File: src/rtl/baudgen_rx_ovs_if.sv
// Bundle between the start-bit detector / receiver FSM and the
// oversampling baud generator. The master drives run control and the
// divisor; the slave (the generator) returns the strobes and status.
interface baudgen_rx_ovs_if #(
    parameter int DIV_W = 16,
    parameter int BIT_W = 4
);
    logic             clk_ena;
    logic             resync;
    logic             div_load;
    logic [DIV_W-1:0] div_i;
    logic             ovs_tick_o;
    logic             sample_o;
    logic             bit_end_o;
    logic [BIT_W-1:0] bit_idx_o;
    logic             cfg_err_o;

    modport master (
        output clk_ena, resync, div_load, div_i,
        input  ovs_tick_o, sample_o, bit_end_o, bit_idx_o, cfg_err_o
    );

    modport slave (
        input  clk_ena, resync, div_load, div_i,
        output ovs_tick_o, sample_o, bit_end_o, bit_idx_o, cfg_err_o
    );
endinterface

File: src/rtl/baudgen_rx_ovs.sv
// Oversampling baud generator for the UART receive path.
// Divides clk by a programmable divisor into oversample ticks, groups
// OVS ticks into a bit, and emits registered mid-bit / end-of-bit
// strobes plus a count of completed bits.
module baudgen_rx_ovs #(
    parameter int DIV_W       = 16,
    parameter int OVS         = 16,
    parameter int BIT_W       = 4,
    parameter int DEFAULT_DIV = 27
) (
    input logic               clk,
    input logic               rst,
    baudgen_rx_ovs_if.slave   bus
);
    localparam int               PH_W    = $clog2(OVS);
    localparam logic [PH_W-1:0]  PH_LAST = PH_W'(OVS - 1);
    localparam logic [PH_W-1:0]  PH_MID  = PH_W'(OVS / 2 - 1);
    localparam logic [DIV_W-1:0] DIV_RST = DIV_W'(DEFAULT_DIV);

    logic [DIV_W-1:0] div_reg;
    logic [DIV_W-1:0] presc;
    logic [PH_W-1:0]  phase;
    logic [BIT_W-1:0] bit_idx;
    logic             cfg_err;
    logic             tick_q;
    logic             sample_q;
    logic             bit_end_q;
    logic             wrap;

    // ">=" rather than "==" so a divisor shrunk below presc wraps at once
    // instead of running presc all the way round 2^DIV_W.
    assign wrap = (presc >= (div_reg - DIV_W'(1)));

    // Divisor register and sticky illegal-load flag; loads apply in any run state.
    always_ff @(posedge clk) begin
        if (rst) begin
            div_reg <= DIV_RST;
            cfg_err <= 1'b0;
        end else if (bus.div_load) begin
            if (bus.div_i != '0) begin
                div_reg <= bus.div_i;
            end else begin
                cfg_err <= 1'b1;
            end
        end
    end

    // Prescaler, bit phase, bit index and registered strobes.
    always_ff @(posedge clk) begin
        tick_q    <= 1'b0;
        sample_q  <= 1'b0;
        bit_end_q <= 1'b0;
        if (rst) begin
            presc   <= '0;
            phase   <= '0;
            bit_idx <= '0;
        end else if (!bus.clk_ena) begin
            presc   <= '0;
            phase   <= '0;
            bit_idx <= '0;
        end else if (bus.resync) begin
            presc <= '0;
            phase <= '0;
        end else if (wrap) begin
            presc  <= '0;
            tick_q <= 1'b1;
            phase  <= (phase == PH_LAST) ? '0 : phase + PH_W'(1);
            if (phase == PH_MID) begin
                sample_q <= 1'b1;
            end
            if (phase == PH_LAST) begin
                bit_end_q <= 1'b1;
                bit_idx   <= bit_idx + BIT_W'(1);
            end
        end else begin
            presc <= presc + DIV_W'(1);
        end
    end

    assign bus.ovs_tick_o = tick_q;
    assign bus.sample_o   = sample_q;
    assign bus.bit_end_o  = bit_end_q;
    assign bus.bit_idx_o  = bit_idx;
    assign bus.cfg_err_o  = cfg_err;
endmodule

File: src/flat_wrapper.sv
// flat-port wrapper written by rule: the top's interface ports become plain ports
module baudgen_rx_ovs_flat 
#(
    parameter int DIV_W       = 16,
    parameter int OVS         = 16,
    parameter int BIT_W       = 4,
    parameter int DEFAULT_DIV = 27
)
  (clk, rst, bus_clk_ena, bus_resync, bus_div_load, bus_div_i, bus_ovs_tick_o, bus_sample_o, bus_bit_end_o, bus_bit_idx_o, bus_cfg_err_o);
  baudgen_rx_ovs_if #(.DIV_W(DIV_W), .BIT_W(BIT_W)) bus_i ();
  input logic clk;
  input logic rst;
  input wire logic [$bits(bus_i.clk_ena)-1:0] bus_clk_ena;
  input wire logic [$bits(bus_i.resync)-1:0] bus_resync;
  input wire logic [$bits(bus_i.div_load)-1:0] bus_div_load;
  input wire logic [$bits(bus_i.div_i)-1:0] bus_div_i;
  output wire logic [$bits(bus_i.ovs_tick_o)-1:0] bus_ovs_tick_o;
  output wire logic [$bits(bus_i.sample_o)-1:0] bus_sample_o;
  output wire logic [$bits(bus_i.bit_end_o)-1:0] bus_bit_end_o;
  output wire logic [$bits(bus_i.bit_idx_o)-1:0] bus_bit_idx_o;
  output wire logic [$bits(bus_i.cfg_err_o)-1:0] bus_cfg_err_o;
  assign bus_i.clk_ena = bus_clk_ena;
  assign bus_i.resync = bus_resync;
  assign bus_i.div_load = bus_div_load;
  assign bus_i.div_i = bus_div_i;
  assign bus_ovs_tick_o = bus_i.ovs_tick_o;
  assign bus_sample_o = bus_i.sample_o;
  assign bus_bit_end_o = bus_i.bit_end_o;
  assign bus_bit_idx_o = bus_i.bit_idx_o;
  assign bus_cfg_err_o = bus_i.cfg_err_o;
  baudgen_rx_ovs #(.DIV_W(DIV_W), .OVS(OVS), .BIT_W(BIT_W), .DEFAULT_DIV(DEFAULT_DIV)) u_core (.clk(clk), .rst(rst), .bus(bus_i));
endmodule
File: config.mk
export PLATFORM = sky130hd
export DESIGN_NAME = baudgen_rx_ovs_flat
export DESIGN_NICKNAME = d
export VERILOG_FILES = /design/src/rtl/baudgen_rx_ovs_if.sv /design/src/rtl/baudgen_rx_ovs.sv /design/src/flat_wrapper.sv
export SDC_FILE = /design/constraint.sdc
export NUM_CORES = 1
export LEC_CHECK = 0
export ABC_AREA = 1
export BUFFER_PORTS_ARGS = -buffer_cell sky130_fd_sc_hd__buf_2
export CAP_MARGIN = 30
export CORE_MARGIN = 2
export CORE_UTILIZATION = 44
export DETAILED_ROUTE_END_ITERATION = 10
export PLACE_DENSITY_LB_ADDON = 0.12
export SLEW_MARGIN = 20
export SYNTH_ARGS = -nofsm -noshare
export SYNTH_HDL_FRONTEND = slang
export SYNTH_SLANG_ARGS = --single-unit
File: constraint.sdc
create_clock -name clk -period 2.5 [get_ports clk]
set_input_delay 0 -clock clk [delete_from_list [all_inputs] [get_ports clk]]
set_output_delay 0 -clock clk [all_outputs]
set_load 0.005 [all_outputs]
### Yosys cells after proc, flatten, opt, wreduce, memory -nomap -nowiden

Cells that the tools add are included.

* register bits after elaboration: 44
* word-level logic and storage cells: 31
* input port bits: 21

* order comparisons: 1
* $add $sub $neg: 4
* reductions and logical operators: 8
* equal/unequal tests: 2
* bitwise operators: 4
* muxes and demuxes: 4

Operators by type and width (count)
* adder 16 x 1 -> 16 bit (second input constant): 1
* >= comparator 16 bit: 1
* nonzero test 16 bit: 1
* subtractor 16 x 1 -> 16 bit (second input constant): 1
* adder 4 x 1 -> 4 bit (second input constant): 2
* OR reduction 4 bit: 2
* equality test 4 x 3 -> 1 bit (second input constant): 1
* equality test 4 bit (second input constant): 1
* two-way mux 4 bit: 1
* inverter 1 bit: 4
* AND reduction 2 bit: 2
* two-way mux 1 bit: 3
* AND reduction 3 bit: 1
* OR reduction 3 bit: 1
* OR reduction 2 bit: 1

### Longest topological paths before layout

Gate-level depths: netlist of the first run.

* word-level depth: 4
* gate-level depth with buffers: 19
* depth with buffers taken out: 19

### Worst setup path after synthesis of the first run

OpenSTA, ideal clock, no wires.

* path kind: reg-to-reg
* from: reg u_core.div_reg[5]
* to: reg u_core.bit_idx[0], in the netlist u_core.bus.bit_idx_o[0]
* stages on the path, launching flop included: 17
* buffers on the path: 1
* arrival time: 2.247 ns
* setup time: 0.115 ns
* slack: 0.138 ns
* path through: dfxtp_1 > nor2_1 > nand3_1 > nor2_2 > nand3_1 > nor2_1 > nand4_1 > nand2_1 > inv_1 > ha_1 > a21oi_1 > o21ai_0 > a21oi_2 > nand2_1 > buf_4 > a21oi_1 > nor2_1

* longest elaborated chain between the ends: 3

Ends and longest elaborated chain
* start: declaration: RTL line baudgen_rx_ovs.sv:20 `logic [DIV_W-1:0] div_reg;`
* start signal: assignment: RTL line baudgen_rx_ovs.sv:41 `div_reg <= bus.div_i;`
* subtractor 16 x 1 -> 16 bit: RTL line baudgen_rx_ovs.sv:32 `assign wrap = (presc >= (div_reg - DIV_W'(1)));`
* >= comparator 16 bit: RTL line baudgen_rx_ovs.sv:32
* AND reduction 3 bit (no line)
* end signal: assignment: RTL line baudgen_rx_ovs.sv:73 `bit_idx <= bit_idx + BIT_W'(1);`
* end: declaration: RTL line baudgen_rx_ovs.sv:23 `logic [BIT_W-1:0] bit_idx;`

Every way passes these cells.
A chain may end at the register's enable or synchronous reset.

### Final worst setup path of the first run

* from: reg u_core.div_reg[1]
* to: reg u_core.presc[12]

* longest elaborated chain between the ends: 3

Ends and longest elaborated chain
* subtractor 16 x 1 -> 16 bit: RTL line baudgen_rx_ovs.sv:32
* >= comparator 16 bit: RTL line baudgen_rx_ovs.sv:32
* OR reduction 4 bit (no line)
* end signal: assignment: RTL line baudgen_rx_ovs.sv:76 `presc <= presc + DIV_W'(1);`
* end: declaration: RTL line baudgen_rx_ovs.sv:21 `logic [DIV_W-1:0] presc;`

Every way passes these cells.

==> results, run 1 <==
- From synthesis to final layout, the design area changed by 30.8%.
- The synthesized design contains 0 enable-type register cells.
- The initial cell density of the core is 45.4%.
- Summed over all instances, the cell type with the most area after synthesis is dfxtp_1.
- The count of buffers inserted at the top-level ports is 28.
- The number of placement rows is 27.
- The number of levels the H-tree was split into is 2.
- For the worst setup path, the data required time is 2.74 ns.
- The total buffers and inverters traversed by the critical path is 4.
- The floorplan step set the die height to 79.4 um.
- Dividing the synthesized area by the synthesized cell count gives 7.23 um2.
- The overflow left after global routing is 0.
- The detailed placement HPWL is 3850 um.
- Buffers inserted during clock tree synthesis total 5.
- The minimum hold slack is 0.00634 ns.
- The average wire per standard cell is 11.1 um.
- Before CTS, the worst setup slack after placement is -0.0531 ns.
- Sequential elements use 35.2% of the synthesized area.
- The master of the slowest instance on the critical path is dfxtp_1.
- TritonCTS built the clock tree.
- The area fraction of the dominant cell type after synthesis is 35.2%.
- The critical path class is register to register.
- The die is 79.4 um wide.
- The category of the worst setup path launch point is a register.
- The cell area after synthesis is 0.00250 mm2.
- The clock tree buffer depth is 2.
- Cells with a size suffix above 1 make up 23.5% of the layout.
- The final setup violation count is 0.
- The latest clock arrival within the worst-skew pair is 0.30 ns.
- The clock arrives with 0.0132 ns of skew.
- At the pin with the least slew margin, the transition time is 0.467 ns.
- The count of TritonRoute iterations in the first routing pass is 6.
- The repair_antennas step left the layout with diodes totalling 0.
- The largest fanout on the critical path is 6.
- The die outline area is 0.00631 mm2.
- The number of remaining DRC errors is 0.
- The number of nets handed over by synthesis was 387.
- The peak supply drop is 0.276 mV.
- In the synthesized netlist the dominant register cell turns out to be dfxtp_1.
- The footprint of the flip-flops and latches is 883 um2.
- The maximum number of pins on one net before global-route repair is 19.
- The total global-route track usage is 18.5%.
- Summing all multi-input logic gate instances after layout gives 0.00155 mm2.
- The initial antenna violation count came to 0.
- The signal on the critical path passes through inv_2, ha_4, nand4_1, nor2_2, nand3_1, xor2_1, inv_1, ha_1, nand2_2, nor2_1, a21oi_2, buf_4, nand3_4, buf_6, a21oi_1.
- The kind of cell with the highest combined delay on the critical path is simple AND/OR/NAND/NOR gates.
- The run finished with clean final reports.
- Among all cell types in the netlist, the one instantiated most often is nand2_1.
- Counting flops and latches in the post-synthesis netlist gives 44.
- The layout has 532 filler cells.
- The fmax is 419 MHz.
- In this run the power density over the cells is 457 mW/mm2.
- The max-capacitance violation count is 0.
- Across all setup checks in the final design, the least slack found is 0.112 ns.
- The clock period could shrink to 2.39 ns.
- The cell area after layout is 0.00327 mm2.
- Counting instances in the post-synthesis netlist gives the leading cell types as 59 x nand2_1, 58 x nor2_1, 46 x inv_1.
- The total of warnings raised by yosys is 0.
- Across all layers, the routed design uses 2310 vias.
- The last weighted congestion value of the routability-driven placer is 0.795.
- The distinct cell type count of the synthesized netlist is 27.
- The final hold violation count was 0.
- The clock-pin slew on the worst setup and hold paths is 0.09 ns.
- The number of global-route vias before repair was 2146.
- The instance area at placement is 0.00283 mm2.
- The detailed router finished its first iteration with 68 violations.
- The worst path uses 95.5% of the clock period.
- The max-slew violation count came to 0.
- The post-layout net count is 453.
- Sorting the synthesized cells by area gives the leading types as dfxtp_1 35%, ha_1 10%, nand2_1 8.9%.
- In this design, the stage delay of the slowest critical-path cell is 0.33 ns.
- The number of primary I/O pins is 29.
- The remaining max-slew budget at the tightest pin is 68.8%.
- The root buffer cell is clkbuf_8.
- Counting flops with an async set or reset pin after synthesis yields a share of 0%.
- The final antenna-violating net count is 0.
- The synthesized netlist cell count is 346.
- The endpoint arrival time on the critical path is 2.62 ns.
- The post-detailed-routing wire length is 5380 um.
- The final design utilization is 59.4%.
- The path category of the worst min-delay check is input pin to register.
- The floorplan step defined a core boundary enclosing 0.00551 mm2.
- The number of vias per cell after detailed routing is 4.76.
- The wire length of the first global-routing pass is 9390 um.
- Setup repair after global routing could not meet its margin everywhere.
- The tree built by TritonCTS fans out to 44 sinks.
- The worst setup path is captured at a register.
- Summed over all cells, the static leakage comes to 0.00142 uW.
cells in the final DEF (no fill, tap or decap), types with 15 or more instances in the layout:
master / instances
buf_2: 28
a21oi_1: 21
nor2_1: 49
nand2_1: 56
xor2_1: 15
inv_1: 43
dfxtp_1: 42
ha_1: 17
buf_4: 18
cell families (layout without fill, tap and decap cells):
kind of cell / Yosys count / count (layout) / share of synthesized area [%]
compound gates: 47 / 47 / 10.1
xor+xnor: 21 / 21 / 7.35
fa+ha+maj: 20 / 20 / 10.0
buf+inv: 51 / 118 / 8.05
flops: 44 / 44 / 35.2
simple gates: 163 / 163 / 29.4
worst reg2reg max path, stage by stage, from the launching register on:
cell and delay [ns]:
dfxtp_1 0.33, inv_2 0.07, ha_4 0.13, nand4_1 0.22, nor2_2 0.19, nand3_1 0.10
xor2_1 0.14, inv_1 0.05, ha_1 0.28, nand2_2 0.11, nor2_1 0.06, a21oi_2 0.16
buf_4 0.15, nand3_4 0.09, buf_6 0.16, a21oi_1 0.11
worst paths after layout:
kind,from,to,slack (ns),depth (start not counted)
hold reg to reg,u_core.div_reg[15],u_core.div_reg[15],0.48,2
setup / recovery,u_core.div_reg[1],u_core.presc[12],0.11,15
setup reg to reg,u_core.div_reg[1],u_core.presc[12],0.11,15
hold / removal,bus_div_i[8],u_core.div_reg[8],0.006,3
area by class of cell:
type,instances,share of cell area (%)
Clock buffer,6,2.52
Clock inverter,2,1.19
Inverter,46,5.28
Multi-Input combinational cell,251,47.2
Sequential cell,44,27.0
Tap cell,72,2.75
Timing Repair Buffer,64,14.1
power breakdown:
part	switching, uW	internal, uW
logic	101	87.9
clock network	248	327
registers	12.4	720
metal layers:
metal  up-vias  part of all wire [%]  track usage [%]  routed length (um)
li1       1256                     -                -                   -
met1      1019                    50             25.6                2700
met5         -                     0                0                   0
met4         0                   1.2             5.69                  66
met2        31                    46             29.1                2460
met3         4                   2.7             3.85                 146
timing repair:
item                       in CTS  in global routing
setup buffers                   1                  2
hold endpoints to repair       13                  0
cloned                          0                  1
pin swaps                       3                 15
hold buffers                   14                  0
setup endpoints to repair       6                 27
gates resized for setup         1                 41
per-stage QoR:
stage | power, uW | setup TNS (ns) | instances
2_1_floorplan | 843 | 0 | 346
3_3_place_gp | 897 | -0.0236 | 458
3_5_place_dp | 899 | -0.205 | 458
4_1_cts | 1490 | -0.00438 | 481
5_1_grt | 1580 | -1.49 | 485
6_report | 1500 | 0 | 485
Power figures use the tool's default switching activity.
==> run 2, diff against run 1 <==
--- a/config.mk
+++ b/config.mk
@@ -11,7 +11,7 @@
 export CORE_MARGIN = 2
 export CORE_UTILIZATION = 44
 export DETAILED_ROUTE_END_ITERATION = 10
-export PLACE_DENSITY_LB_ADDON = 0.12
+export PLACE_DENSITY = 0.67
 export SLEW_MARGIN = 20
 export SYNTH_ARGS = -nofsm -noshare
 export SYNTH_HDL_FRONTEND = slang
==> run 2 against run 1 <==
The run now ends with setup timing left. Non-clock buffer count fell by 4. Sequential power barely moved. Core utilization rose by 0.20 points. Design area rose by 0.34%. Clock-buffer cell count did not move. Routed wire length rose by 3.4%. Total power fell by 6.6%. Final cell count fell by 0.82%. Worst setup slack got worse by 0.12 ns. First-iteration DRC count rose by 25%. Register-to-register slack got worse by 0.12 ns. Critical endpoint is now u_core.presc[13].
==> results, run 2 (synthesis results as in run 1) <==
- The antenna diode count is 0 (unchanged).
- The average wire per standard cell is 11.6 um (+4.2%).
- The post-detailed-routing wire length was 5560 um (+3.4%).
- The number of vias per cell after detailed routing is 4.85 (+1.9%).
- The count of vias placed by the detailed router came to 2335 (+1.1%).
- The max-capacitance violation count was 0 (unchanged).
- The clock tree buffer depth came to 2 (unchanged).
- The share of post-route cells with drive strength above 1 is 25.4% (+1.9 points).
- Setup repair after global routing could not meet its margin everywhere.
- The type of element capturing the critical path is a register.
- The number of remaining DRC errors was 0 (unchanged).
- The clock-pin slew on the worst setup and hold paths was 0.09 ns (about the same).
- The final standard cell count with taps included and fillers excluded is 481 (-0.82%).
- The clock buffer count from CTS is 5 (unchanged).
- The final setup violation count is 7 (+7).
- The pin slew with the least headroom to its limit came to 0.804 ns (+0.337 ns).
- The final design utilization is 59.6% (+0.20 points).
- The largest fanout on the critical path is 8 (+2).
- The number of levels the H-tree was split into is 2 (unchanged).
- The peak supply drop was 0.397 mV (+44%).
- The initial cell density of the core is 45.4% (unchanged).
- The filler cell count is 498 (-6.4%).
- The leakage power figure is 0.00139 uW (-1.7%).
- The total global-route track usage was 18.1% (-0.42 points).
- The remaining max-slew budget at the tightest pin is 46.2% (-23 points).
- The layout-stage area growth over the synthesis result is 31.3%.
- The overall die height was 79.4 um (unchanged).
- The min-delay analysis places its worst path in the category input pin to register.
- The maximum number of pins on one net before global-route repair is 19 (unchanged).
- Leaving out fill and tap cells, the most frequent cell in the layout is nand2_1.
- The count of buffers inserted at the top-level ports is 28 (unchanged).
- STA classifies the critical path startpoint as a register.
- The fmax was 399 MHz (-4.7%).
- The number of placement rows was 27 (unchanged).
- The die outline area is 0.00631 mm2 (unchanged).
- The latest clock arrival within the worst-skew pair was 0.30 ns (about the same).
- The number of global-route vias before repair is 2228 (+3.8%).
- The count of TritonRoute iterations in the first routing pass is 4 (-2).
- The tree is rooted in a clkbuf_8.
- The cell count after placement is 455 (-0.66%).
- The number of primary I/O pins is 29 (unchanged).
- The post-layout net count is 449 (-0.88%).
- In the layout the commonest cells are 54 x nand2_1, 45 x nor2_1, 44 x inv_1.
- The overall die width was 79.4 um (unchanged).
- The last weighted congestion value of the routability-driven placer was 0.785 (-1.3%).
- The endpoint arrival time on the critical path was 2.75 ns (+0.13 ns).
- The placeable core region came to 0.00551 mm2 (unchanged).
- The power density of the placed cells is 425 mW/mm2 (-6.9%).
- The TritonCTS clock tree is built.
- The detailed placement HPWL came to 3790 um (-1.6%).
- The initial antenna violation count is 0 (unchanged).
- The final setup skew is 0.00876 ns (-0.00443 ns).
- The critical path class is register to register.
- The slack of the critical path is -0.00521 ns (-0.117 ns).
- The flow ran to the end, but the final reports show violations.
- The max-slew violation count is 0 (unchanged).
- The overflow left after global routing was 0 (unchanged).
- The final worst-path cycle share is 100% (+4.7 points).
- The wire length of the first global-routing pass is 9210 um (-1.9%).
- The final hold violation count was 0 (unchanged).
- The checks that failed: setup timing.
- The shortest period the worst path allows is 2.51 ns (+0.117 ns).
- The number of sinks handled by clock tree synthesis is 44 (unchanged).
- The required time of the critical path was 2.74 ns (about the same).
- The final antenna-violating net count came to 0 (unchanged).
- The starting DRC count in detailed routing is 85 (+25%).
run 2: report_power, final:
group / internal, uW / switching, uW
Sequential: 720 / 13.8
Clock: 224 / 246
Combinational: 88.8 / 105
Total: 1030 / 365
run 2: final cells by class:
type	instances	area (um2)	share of cell area [%]
Multi-Input combinational cell	251	1590	48.4
Tap cell	72	90.1	2.74
Inverter	46	173	5.26
Sequential cell	44	883	26.9
Clock inverter	2	15.0	0.457
Timing Repair Buffer	60	450	13.7
Clock buffer	6	82.6	2.51
run 2: critical path, stage by stage (launching register included):
cell	delay [ns]
dfxtp_1	0.33
nor2_2	0.14
nand3_1	0.10
nor2_2	0.16
nand3_2	0.12
nor2_4	0.16
nand3_1	0.09
nand2_1	0.08
nand2_1	0.05
inv_1	0.11
ha_4	0.23
a21oi_2	0.13
o21ai_1	0.09
a21oi_2	0.14
buf_4	0.15
nand3_4	0.09
buf_12	0.17
a21oi_1	0.10
run 2: worst paths after layout:
path              slack, ns                 end  cells after the start              start
setup / recovery     -0.005    u_core.presc[13]                     17  u_core.div_reg[5]
hold / removal        0.005  u_core.div_reg[14]                      3      bus_div_i[14]
setup reg to reg     -0.005    u_core.presc[13]                     17  u_core.div_reg[5]
hold reg to reg        0.48     u_core.presc[0]                      1    u_core.presc[0]
run 2: layer usage:
layer / share of wire (%) / vias up / global-route usage, %
met5: 0 / - / 0
met4: 1.2 / 0 / 5.17
met3: 2.7 / 6 / 3.05
met2: 50 / 43 / 32.6
met1: 46 / 1047 / 22.1
li1: - / 1239 / -
run 2: through the flow:
| stage | instance area, um2 | TNS [ns] | setup WS [ns] | power [uW] | hold slack (ns) |
|---|---|---|---|---|---|
| 2_1_floorplan | 2500 | 0 | 0.138 | 843 | 0.0691 |
| 3_3_place_gp | 2820 | 0 | 0.0113 | 894 | 0.168 |
| 5_1_grt | 3280 | -4.66 | -0.235 | 1460 | 0.00701 |
| 4_1_cts | 3060 | 0 | 0.00487 | 1380 | 0.00293 |
| 6_report | 3280 | -0.0185 | -0.00521 | 1400 | 0.00527 |
| 3_5_place_dp | 2820 | -0.0598 | -0.0210 | 899 | 0.172 |
run 2: what timing repair did:
| item | 4_1_cts | 5_1_grt |
|---|---|---|
| setup endpoints to repair | 7 | 27 |
| resized for setup | 2 | 46 |
| hold buffers | 13 | 0 |
| hold endpoints to repair | 12 | 0 |
| cloned | 0 | 1 |
| buffers inserted | 1 | 3 |
| pin swaps | 3 | 15 |
==> run 3, diff against run 2 <==
--- a/config.mk
+++ b/config.mk
@@ -5,13 +5,12 @@
 export SDC_FILE = /design/constraint.sdc
 export NUM_CORES = 1
 export LEC_CHECK = 0
-export ABC_AREA = 1
 export BUFFER_PORTS_ARGS = -buffer_cell sky130_fd_sc_hd__buf_2
 export CAP_MARGIN = 30
 export CORE_MARGIN = 2
 export CORE_UTILIZATION = 44
 export DETAILED_ROUTE_END_ITERATION = 10
-export PLACE_DENSITY = 0.67
+export PLACE_DENSITY = 0.68
 export SLEW_MARGIN = 20
 export SYNTH_ARGS = -nofsm -noshare
 export SYNTH_HDL_FRONTEND = slang
==> run 3 against run 2 <==
The flow still finishes with violations (setup timing). Largest power group unchanged. Final cell count decreased by 15%. Critical path depth is 4 lower. Critical path type unchanged. Clock-buffer cell count rose by 2. Highest routed layer unchanged.
==> results, run 3 <==
- The distinct cell type count of the synthesized netlist is 42 (+56%).
- The final setup violation count is 27 (+20).
- The detailed placement HPWL is 3420 um (-9.7%).
- The share of post-route cells with drive strength above 1 is 24.0% (-1.4 points).
- The number of synthesized flops with an enable pin is 0 (unchanged).
- Leaving out fill and tap cells, the most frequent cells in the layout are 43 x dfxtp_1, 37 x nand2_1, 31 x nor2_1.
- The total internal power is 1030 uW (+0.12%).
- The final standard cell count with taps included and fillers excluded is 407 (-15%).
- The total chip power is 1360 uW (-2.4%).
- The clock buffer count from CTS is 5 (unchanged).
- The initial antenna violation count was 0 (unchanged).
- The number of sinks handled by clock tree synthesis is 44 (unchanged).
- The checks that failed: setup timing.
- The number of remaining DRC errors is 0 (unchanged).
- The number of levels the H-tree was split into is 2 (unchanged).
- The wire length of the first global-routing pass is 8670 um (-5.9%).
- The cell sitting at the root of the clock tree is a clkbuf_8.
- STA classifies the critical path startpoint as a register.
- The final setup skew came to 0.00446 ns (-0.00430 ns).
- The type of element capturing the critical path is a register.
- The maximum number of pins on one net before global-route repair is 19 (unchanged).
- The required time of the critical path is 2.68 ns (-0.06 ns).
- The register bit count reported by yosys is 44 (unchanged).
- The cell area after synthesis is 0.00238 mm2 (-5.0%).
- The last weighted congestion value of the routability-driven placer is 0.744 (-5.2%).
- TritonCTS built the clock tree.
- The most common cell in the synthesized netlist is dfxtp_1.
- The number of global-route vias before repair is 1996 (-10%).
- Among all flip-flop cells after synthesis, the most frequent one is dfxtp_1.
- The slack of the critical path came to -0.383 ns (-0.378 ns).
- The antenna diode count is 0 (unchanged).
- Relative to the synthesized area, the layout overhead comes to 29.0%.
- The cell count after placement was 383 (-16%).
- The post-layout net count is 377 (-16%).
- The area fraction of the dominant cell type after synthesis was 37.1% (+1.9 points).
- The area occupied by multi-input gates is 0.00149 mm2 (-6.3%).
- The max-capacitance violation count is 0 (unchanged).
- The final design utilization came to 59.3% (-0.36 points).
- The critical path in this run is classified as register to register.
- The largest fanout on the critical path is 13 (+5).
- The portion of total power attributed to sequential cells is 53.8% (+1.3 points).
- The final antenna-violating net count is 0 (unchanged).
- The initial cell density of the core is 46.0% (+0.52 points).
- The placeable core region came to 0.00517 mm2 (-6.1%).
- The mean area per synthesized cell came to 8.74 um2 (+21%).
- The portion of the post-synthesis area used by sequential elements is 37.1% (+1.9 points).
- The power density of the placed cells is 445 mW/mm2 (+4.5%).
- The number of vias per cell after detailed routing is 4.93 (+1.5%).
- The share of flip-flops with an asynchronous set or reset is 0% (unchanged).
- The most frequent standard cell in the layout excluding fill and tap cells is dfxtp_1.
- The clock tree buffer depth is 2 (unchanged).
- The run finished, with violations left.
- The overall die width was 77.5 um (-2.4%).
- The switching share of power is 24.2% (-1.9 points).
- The overall die height is 77.5 um (-2.4%).
- The total global-route track usage is 17.8% (-0.27 points).
- The total of warnings raised by yosys is 0 (unchanged).
- The filler cell count is 443 (-11%).
- The number of placement rows came to 26 (-3.7%).
- The die outline area is 0.00601 mm2 (-4.8%).
- The final hold violation count is 0 (unchanged).
- The post-detailed-routing wire length is 4810 um (-14%).
- The share of power burned in the clock network is 33.5% (about the same).
- The max-slew violation count was 0 (unchanged).
- The number of primary I/O pins is 29 (unchanged).
- The count of buffers inserted at the top-level ports is 28 (unchanged).
- Setup repair after global routing could not meet its margin everywhere.
- The final worst-path cycle share came to 115% (+15 points).
- The pin slew with the least headroom to its limit was 0.552 ns (-0.252 ns).
- The biggest area consumer among synthesized cells is dfxtp_1.
- The remaining max-slew budget at the tightest pin was 63.1% (+17 points).
- The clock-pin slew on the worst setup and hold paths came to 0.08 ns (about the same).
- The cell area after layout came to 0.00307 mm2 (-6.6%).
- The leakage power figure came to 0.00129 uW (-7.5%).
- The fmax is 347 MHz (-13%).
- The count of vias placed by the detailed router is 2006 (-14%).
- The part of the total power dissipated in combinational logic is 12.7% (-1.2 points).
- The peak supply drop came to 0.286 mV (-28%).
- The minimum hold slack is 0.0487 ns (+0.0434 ns).
- The synthesized netlist cell count is 272 (-21%).
- The count of TritonRoute iterations in the first routing pass came to 4 (unchanged).
- The path category of the worst min-delay check is input pin to register.
- The endpoint arrival time on the critical path is 3.07 ns (+0.32 ns).
- The shortest period the worst path allows came to 2.88 ns (+0.378 ns).
- The commonest cells after synthesis are 44 x dfxtp_1, 38 x nand2_1, 37 x nor2_1.
- The latest clock arrival within the worst-skew pair is 0.29 ns (about the same).
- The footprint of the flip-flops and latches came to 882 um2 (-0.14%).
- The overflow left after global routing is 0 (unchanged).
- The average wire per standard cell was 11.8 um (+2.1%).
- Yosys attributes the largest share of cell area to dfxtp_1 37%, ha_1 11%, nand2_1 6.0%.
- The starting DRC count in detailed routing is 136 (+60%).
- The power dissipated by switching net loads was 330 uW (-9.6%).
- The instance area at placement was 0.00276 mm2 (-2.2%).
- The number of nets produced by synthesis is 313 (-19%).
[run 3: final timing paths]
check                       startpoint              endpoint  slack [ns]  cells past startpoint
hold reg to reg   u_core.bus.cfg_err_o  u_core.bus.cfg_err_o        0.48                      2
setup / recovery     u_core.div_reg[5]   u_core.bus.sample_o       -0.38                     13
hold / removal            bus_div_i[4]     u_core.div_reg[4]        0.05                      3
setup reg to reg     u_core.div_reg[5]   u_core.bus.sample_o       -0.38                     13
[run 3: repair_timing]
item                                   in CTS  in global routing
setup endpoints to repair                  27                 27
resized for setup                           4                 10
endpoints found under the hold margin      14                  0
hold buffers                               14                  0
buffers inserted                            2                  0
pin swaps                                   6                  7
gates cloned                                0                  0
[run 3: kinds of logic after synthesis]
kind of cell	share of synthesized area [%]
and+or+nand+nor	24.6
DFF	37.1
xor gates and xnor gates	10.3
buffers and inverters	3.68
muxes	4.63
AOI/OAI and AO/OA	9.21
adders and majority gates	10.5
[run 3: critical path: stages, from the launching register on]
cell,delay (ns)
dfxtp_2,0.34
nor4_4,0.29
nor4b_4,0.28
buf_4,0.17
nor2b_4,0.15
xnor2_2,0.06
ha_1,0.33
a21oi_1,0.12
o21ai_1,0.11
a221oi_2,0.32
o31ai_2,0.13
clkbuf_16,0.19
nor2b_1,0.14
nor3b_1,0.15
[run 3: layout make-up]
| class | count | share of cell area, % |
|---|---|---|
| well taps | 70 | 2.86 |
| clock buffers | 8 | 2.94 |
| repair buffers | 66 | 16.0 |
| multi-input cells | 212 | 48.6 |
| flip-flops and latches | 44 | 28.8 |
| inverters | 7 | 0.857 |
[run 3: metal layers]
metal  vias up  wire length, um  track usage [%]
met5         -                0                0
met4         0               74             5.89
met3         6              127             3.37
met2        32             2360             31.7
met1       898             2240             21.5
li1       1070                -                -
[run 3: stage by stage]
| stage | worst slack [ns] | setup TNS [ns] |
|---|---|---|
| after floorplan | -0.281 | -4.69 |
| after global placement | -0.278 | -6.36 |
| after detailed placement | -0.406 | -9.55 |
| after CTS | -0.372 | -8.83 |
| after global routing | -0.514 | -12.65 |
| final | -0.383 | -8.95 |
[run 3: power groups by stage]
stage / sequential, uW / clock [uW] / combinational (uW)
after floorplan: 750 / 0 / 87.5
after global placement: 747 / 0 / 148
after detailed placement: 748 / 0 / 151
after CTS: 733 / 469 / 170
after global routing: 736 / 499 / 193
final: 734 / 457 / 173
